==> src/rtl/mips_mem_pkg.sv <==
// Shared definitions for the data-memory controller: FSM encoding, fault codes and bus widths.
package mips_mem_pkg;

    localparam int unsigned BusAw = 30;
    localparam int unsigned BusDw = 32;

    typedef enum logic [1:0] {
        StIdle = 2'd0,
        StReq  = 2'd1,
        StDone = 2'd2
    } state_e;

    localparam logic [1:0] ErrNone     = 2'd0;
    localparam logic [1:0] ErrMisalign = 2'd1;
    localparam logic [1:0] ErrTimeout  = 2'd2;
    localparam logic [1:0] ErrRdWr     = 2'd3;

endpackage

==> src/rtl/wdt_counter.sv <==
// Bus watchdog: counts enabled cycles and flags expiry on the TIMEOUT-th enabled cycle.
module wdt_counter #(
    parameter int unsigned TIMEOUT = 64
) (
    input  logic clk,
    input  logic rst_n,
    input  logic i_clear,
    input  logic i_enable,
    output logic o_expired
);

    localparam logic [7:0] LastCount = 8'(TIMEOUT - 1);

    logic [7:0] r_count;

    always_ff @(posedge clk or negedge rst_n) begin
        if (!rst_n) begin
            r_count <= '0;
        end else if (i_clear) begin
            r_count <= '0;
        end else if (i_enable && !o_expired) begin
            r_count <= r_count + 8'd1;
        end
    end

    // Combinational so the controller can leave REQ in the same cycle the limit is hit.
    assign o_expired = i_enable && (r_count == LastCount);

endmodule

==> src/rtl/dmem_ctrl.sv <==
// MEM-stage data-memory controller: one bus access per instruction, with watchdog and sticky faults.
module dmem_ctrl
    import mips_mem_pkg::*;
#(
    parameter int unsigned TIMEOUT  = 64,
    parameter logic [31:0] ERR_DATA = 32'hDEAD_BEEF
) (
    input  logic             clk,
    input  logic             rst_n,
    input  logic             mem_valid,
    input  logic             mem_ren,
    input  logic             mem_wen,
    input  logic [31:0]      mem_addr,
    input  logic [31:0]      mem_dout,
    output logic [31:0]      mem_din,
    output logic             mem_stall,
    output logic             bus_req,
    output logic             bus_we,
    output logic [BusAw-1:0] bus_addr,
    output logic [BusDw-1:0] bus_wdata,
    input  logic [BusDw-1:0] bus_rdata,
    input  logic             bus_ack,
    output logic             err,
    output logic [1:0]       err_code
);

    state_e           r_state;
    state_e           w_state_d;
    logic [BusAw-1:0] r_addr;
    logic [BusDw-1:0] r_wdata;
    logic             r_we;
    logic [31:0]      r_rdata;
    logic             r_err;
    logic [1:0]       r_err_code;

    logic             w_acc;
    logic             w_aligned;
    logic             w_accept;
    logic             w_expired;
    logic             w_in_req;
    logic             w_fault;
    logic [1:0]       w_fault_code;
    logic             w_rdata_en;
    logic [31:0]      w_rdata_d;

    assign w_acc     = mem_valid && (mem_ren || mem_wen);
    assign w_aligned = (mem_addr[1:0] == 2'b00);
    assign w_in_req  = (r_state == StReq);
    assign w_accept  = (r_state == StIdle) && w_acc && w_aligned;

    wdt_counter #(
        .TIMEOUT (TIMEOUT)
    ) u_wdt (
        .clk       (clk),
        .rst_n     (rst_n),
        .i_clear   (!w_in_req),
        .i_enable  (w_in_req),
        .o_expired (w_expired)
    );

    always_ff @(posedge clk or negedge rst_n) begin
        if (!rst_n) begin
            r_state <= StIdle;
        end else begin
            r_state <= w_state_d;
        end
    end

    always_comb begin
        w_state_d    = r_state;
        w_fault      = 1'b0;
        w_fault_code = ErrNone;
        w_rdata_en   = 1'b0;
        w_rdata_d    = r_rdata;
        unique case (r_state)
            StIdle: begin
                if (w_acc) begin
                    if (!w_aligned) begin
                        w_state_d    = StDone;
                        w_fault      = 1'b1;
                        w_fault_code = ErrMisalign;
                        // A misaligned read+write is treated as a store, so no data update.
                        if (!mem_wen) begin
                            w_rdata_en = 1'b1;
                            w_rdata_d  = ERR_DATA;
                        end
                    end else begin
                        w_state_d = StReq;
                        if (mem_ren && mem_wen) begin
                            w_fault      = 1'b1;
                            w_fault_code = ErrRdWr;
                        end
                    end
                end
            end
            StReq: begin
                // An ack in the expiry cycle still completes the access normally.
                if (bus_ack) begin
                    w_state_d  = StDone;
                    w_rdata_en = !r_we;
                    w_rdata_d  = bus_rdata;
                end else if (w_expired) begin
                    w_state_d    = StDone;
                    w_fault      = 1'b1;
                    w_fault_code = ErrTimeout;
                    w_rdata_en   = !r_we;
                    w_rdata_d    = ERR_DATA;
                end
            end
            StDone: begin
                w_state_d = StIdle;
            end
            default: begin
                w_state_d = StIdle;
            end
        endcase
    end

    always_ff @(posedge clk or negedge rst_n) begin
        if (!rst_n) begin
            r_addr     <= '0;
            r_wdata    <= '0;
            r_we       <= 1'b0;
            r_rdata    <= '0;
            r_err      <= 1'b0;
            r_err_code <= ErrNone;
        end else begin
            if (w_accept) begin
                r_addr  <= mem_addr[31:2];
                r_wdata <= mem_dout;
                r_we    <= mem_wen;
            end
            if (w_rdata_en) begin
                r_rdata <= w_rdata_d;
            end
            if (w_fault && !r_err) begin
                r_err      <= 1'b1;
                r_err_code <= w_fault_code;
            end
        end
    end

    assign mem_stall = w_acc && (r_state != StDone);
    assign mem_din   = r_rdata;
    assign bus_req   = w_in_req;
    assign bus_we    = r_we;
    assign bus_addr  = r_addr;
    assign bus_wdata = r_wdata;
    assign err       = r_err;
    assign err_code  = r_err_code;

endmodule
==> config.mk <==
export PLATFORM = sky130hd
export DESIGN_NAME = dmem_ctrl
export DESIGN_NICKNAME = d
export VERILOG_FILES = /design/src/rtl/mips_mem_pkg.sv /design/src/rtl/wdt_counter.sv /design/src/rtl/dmem_ctrl.sv
export SDC_FILE = /design/constraint.sdc
export NUM_CORES = 1
export LEC_CHECK = 0
export CAP_MARGIN = 20
export CORE_MARGIN = 2
export CORE_UTILIZATION = 34
export CTS_CLUSTER_SIZE = 8
export DETAILED_ROUTE_END_ITERATION = 16
export PLACE_DENSITY = 0.66
export RECOVER_POWER = 50
export SLEW_MARGIN = 20
export SYNTH_ARGS = -nofsm -noshare
export SYNTH_HDL_FRONTEND = slang
export SYNTH_SLANG_ARGS = --single-unit
==> constraint.sdc <==
create_clock -name clk -period 2 [get_ports clk]
set_input_delay 0.2 -clock clk [delete_from_list [all_inputs] [get_ports clk]]
set_output_delay 0.2 -clock clk [all_outputs]
set_load 0.02 [all_outputs]
-- Word-level counts from Yosys, hierarchy flattened
Cells that the tools add are included.
- flip-flop bits (word level): 108
- input port bits: 102
- output and inout bits: 100
- add/sub/neg operators: 1
- equality and inequality tests: 8
- muxes and demuxes: 31
- reduce and logical (&&, ||, !) cells: 17
- operators by type and width (kind ; number):
    $mux 32 ; 5
    $pmux 32 s2 ; 1
    $mux 2 ; 9
    $mux 8 ; 2
    $mux 1 ; 10
    $ne 2x2->1 const B ; 5
    $add 8x1->8 const B ; 1
    $eq 8x6->1 const B ; 1
    $logic_and 1x1->1 ; 8
    $pmux 2 s2 ; 2
    $reduce_and 6->1 ; 1
    $logic_not 2->1 ; 2
    $pmux 1 s2 ; 2
    $logic_not 1->1 ; 3
    $ne 3x3->1 const B ; 1
    $eq 2x1->1 const B ; 1
    $reduce_and 2->1 ; 1
    $reduce_bool 2->1 ; 1
    $logic_or 1x1->1 ; 1

-- Longest topological paths before layout
- depth after elaboration: 6
- mapped depth: 6
- depth with buffers taken out: 5

-- Modules after synthesis
Synthesis repeated with hierarchy kept, for this count alone.
- cell total of the unflattened synthesis: 352
- area, all modules: 4548.1 um^2
- modules (own cells, without submodules) (module ; times used ; cells an instance ; area each (um^2) ; sequential area each (um^2)):
    dmem_ctrl ; 1 ; 303 ; 4088.9 ; 2502.4
    wdt_counter ; 1 ; 49 ; 459.2 ; 200.2

-- Worst setup path after synthesis
No wires, ideal clock.
- kind: register to register
- start point: reg u_wdt.r_count[0]
- end point: reg r_rdata[10] (netlist: mem_din[10])
- setup time: 0.121 ns
- data arrival time: 1.512 ns
- required time: 1.879 ns
- path slack: 0.366 ns
- stages on the path, launching flop included: 7
- path buffers: 1
- clock period less this slack: 1.634 ns
- path through: dfrtp_1 > ha_1 > nand3_1 > nor2_1 > a211o_2 > buf_6 > o22a_1
- cells in the longest elaborated chain, start to end: 6
- elaborated cells between the ends (all ways): 7
- classes of those cells: eq/ne: 2; mux: 3; reduce/logical: 2
- ends and longest elaborated chain (item ; line ; RTL):
    from (decl) ; wdt_counter.sv:14 ; logic [7:0] r_count;
    from (signal assigned) ; wdt_counter.sv:22 ; r_count <= r_count + 8'd1;
    $eq 8x6->1 * ; wdt_counter.sv:27 ; assign o_expired = i_enable && (r_count == LastCount);
    $logic_and 1x1->1 * ; wdt_counter.sv:27 ;
    $mux 1 ; dmem_ctrl.sv:102 ; end else if (w_expired) begin
    $mux 1 ; dmem_ctrl.sv:98 ; if (bus_ack) begin
    $pmux 1 s2 ; dmem_ctrl.sv:75 ; unique case (r_state)
    $reduce_and 6->1 (no source line) * ; - ;
    to (signal assigned) ; dmem_ctrl.sv:134 ; r_rdata <= w_rdata_d;
    to (decl) ; dmem_ctrl.sv:32 ; logic [31:0] r_rdata;
Every way passes the cells marked *; elsewhere a longest branch is shown, timed or not.
A chain may end at the register's enable or synchronous reset.

-- Final worst setup path
- start point: in mem_ren
- end point: out mem_stall
- cells in the longest elaborated chain, start to end: 3
- ends and longest elaborated chain (item ; line ; RTL):
    from (decl) ; dmem_ctrl.sv:11 ; input logic mem_ren,
    $logic_or 1x1->1 ; dmem_ctrl.sv:46 ; assign w_acc = mem_valid && (mem_ren || mem_wen);
    $logic_and 1x1->1 ; dmem_ctrl.sv:46 ;
    $logic_and 1x1->1 ; dmem_ctrl.sv:143 ; assign mem_stall = w_acc && (r_state != StDone);
    to (decl) ; dmem_ctrl.sv:16 ; output logic mem_stall,
No other way between the ends.

==> metrics.txt <==
Crit path top cell by count clkdlybuf4s50_1; VDD IR-drop max 0.535 mV; TritonCTS clock tree yes; placed cell area 6410 um^2; Setup WS pre-CTS -0.0633 ns; Slew @ Worst Pin 1.06 ns; HPWL Detailed between 7000 and 8000 um; register area share after synthesis between 60% and 70%; fillcell total 980; n_diodes 0; DR DRC count 0; worst path cell trace clkdlybuf4s50_1 > o21ai_2 > buf_4 > a21oi_1 > clkdlybuf4s50_1; worst min path class input port to flop; gr ovfl total 0; Port Buf Inserts between 200 and 250; antenna violations before repair 0; Leak Pwr 2.72 nW; drt total wl 10,400 um; Slew Viols, Final 0; Startpoint Class input port; RSZ-0062 raised after global routing false; share of layout cells above drive strength 1 19.6%; Synth cell types 39; CTS H-tree depth 3; worst-path fanout max 3; most frequent cells in the layout clkdlybuf4s50_1, dfrtp_1, mux2_2, dlygate4sd3_1, o22a_1; Via Count 3,056; Post-Layout Cell Count 636; CTS Buf Count 9; Ys Warns 0; count of clock tree sinks 108; top cells by area, synth dfrtp_1, mux2_2, o22a_1; first-pass GRT wire length 17,200 um; antenna viol nets, final 0; drt pass-1 iters 4; Via density 4.81; Tcrit/Tclk final 93.2%; top cell type by total area after synthesis dfrtp_1; die area 13,200 um^2; CP endpoint kind primary output; run status finished, final reports clean; post-route cell area roughly 6700 um^2; Seq cells post-synth 108; Rows 40; final setup fails 0; P per Cell Area 1080 nW/um^2; CP Data Required Time 1.80 ns; final worst slack about 0.14 ns; Post-Syn Area per Cell 15.4 um^2; endpoints failing hold 0; CP max-delay cell clkdlybuf4s50_1; Die H 115 um; most common cell after layout, fill and taps aside clkdlybuf4s50_1; number of cells after detailed placement approximately 620; Core Region 12,000 um^2; skew final between 0.008 and 0.009 ns; top cell type's share of synthesized area 64.4%; Cell Area, Synth 4190 um^2; Slowest Stage Delay on Critical Path between 0.6 and 0.7 ns; Clock Tree Buf Depth 2; mean routed wirelength per cell 16.4 um; FMAX 0.536 GHz; Tmin final approximately 1.9 ns; Clk pin slew, worst setup/hold paths 0.07 ns; Critical Path AT about 1.7 ns; GRT Util Overall 16.7%; max-cap viol count 0; Die Width 115 um; cells after synthesis 273; P&R area growth vs syn 59.2%; syn_nets 376; later-pin clock latency in the skew report 0.34 ns; DR iter-0 viols 105; Final #Nets 589; clock root cell clkbuf_16; Rel. slew slack 29.5%; vias in the first global route around 3,400; initial core utilization between 30% and 40%; type of the worst setup path input port to primary output; GPL Wtd Cong 0.734; pin count of the biggest net entering global routing 66; final core occ 55.6%; io pins around 200
## stage by stage
stage	TNS, ns	power [mW]	hold slack, ns
after floorplan	0	4.24	-0.0956
after global placement	-0.502	5.71	0.0864
after detailed placement	-1.55	5.75	0.0993
after CTS	0	7.44	0.259
after global routing	0	7.63	0.459
final	0	7.22	0.467
## worst paths after layout
check | endpoint | cells past startpoint | slack (ns) | start
setup / recovery | mem_stall | 5 | 0.14 | mem_ren
hold / removal | bus_wdata[11] | 2 | 0.47 | mem_dout[11]
setup reg to reg | mem_din[5] | 6 | 0.22 | u_wdt.r_count[0]
hold reg to reg | mem_din[12] | 1 | 0.48 | mem_din[12]
max in group asynchronous | bus_wdata[17] | 3 | 0.31 | rst_n
min in group asynchronous | mem_din[27] | 2 | 0.56 | rst_n
## area by class of cell
cell class	count	area (um^2)	area share, %
multi-input cells	149	1360	20.3
repair buffers	215	2150	32.2
clock buffers	13	260	3.90
inverters	3	11.3	0.169
flip-flops and latches	108	2700	40.5
clock inverters	1	8.76	0.131
well taps	147	184	2.75
## timing repair
action,in CTS,in global routing
buffers inserted,0,0
gates resized for setup,1,0
hold buffers,1,0
endpoints found under the hold margin,16,0
setup endpoints to repair,1,0
## worst max-delay path, delay by kind of cell
| kind | cells | cell delay, ns |
|---|---|---|
| buf+inv | 3 | 1.27 |
| compound gates | 2 | 0.19 |
## cells in the mapped netlist
cell / n
clkbuf_1: 2
and3_1: 1
o41ai_1: 1
nand3_1: 1
xor2_1: 2
o22a_1: 24
nor2_4: 1
xnor2_1: 1
nand4bb_1: 1
a31oi_1: 3
a21oi_1: 3
o21ai_2: 1
nor3b_4: 1
nor4b_1: 1
a21o_1: 1
a211oi_1: 1
buf_1: 1
nand2_1: 6
a22oi_1: 1
a22o_1: 8
a211o_2: 1
nand2b_1: 2
o21ai_0: 5
a211oi_2: 1
nand2b_2: 1
or4b_2: 1
and4_1: 1
or4_1: 1
ha_1: 1
inv_1: 3
nand4_1: 1
buf_6: 10
mux2i_1: 2
o211ai_1: 1
and2_1: 1
nor3_1: 1
mux2_2: 63
dfrtp_1: 108
nor2_1: 8
## report_power, final
part	leakage, nW	internal [mW]	switching (mW)	total, mW
clock network	0.132	0.903	0.735	1.64
registers	1.27	2.72	0.272	2.99
logic	1.32	1.39	1.20	2.59
## sequential cells by signal, summed over array words and instances, names as in the netlist
name,cells
bus_wdata,32
mem_din,32
bus_addr,30
u_wdt.r_count,8
err_code,2
r_state,2
bus_we,1
err,1
## cells by family (layout without fill, tap and decap cells)
kind of cell	Yosys count	after routing	synth area share [%]
buf+inv	16	232	3.22
mux	65	65	17.4
xor+xnor	3	3	0.627
flops	108	108	64.4
fa+ha+maj	1	1	0.298
simple gates	29	29	4.27
compound gates	51	51	9.76
## layer usage
metal,share of wire (%),GRT usage [%],vias to the layer above
li1,-,-,1429
met3,7.8,5.48,15
met1,40,20.0,1513
met4,1.7,6.67,0
met2,51,27.8,99
met5,0,0,-
(Power assumes the default switching activity.)
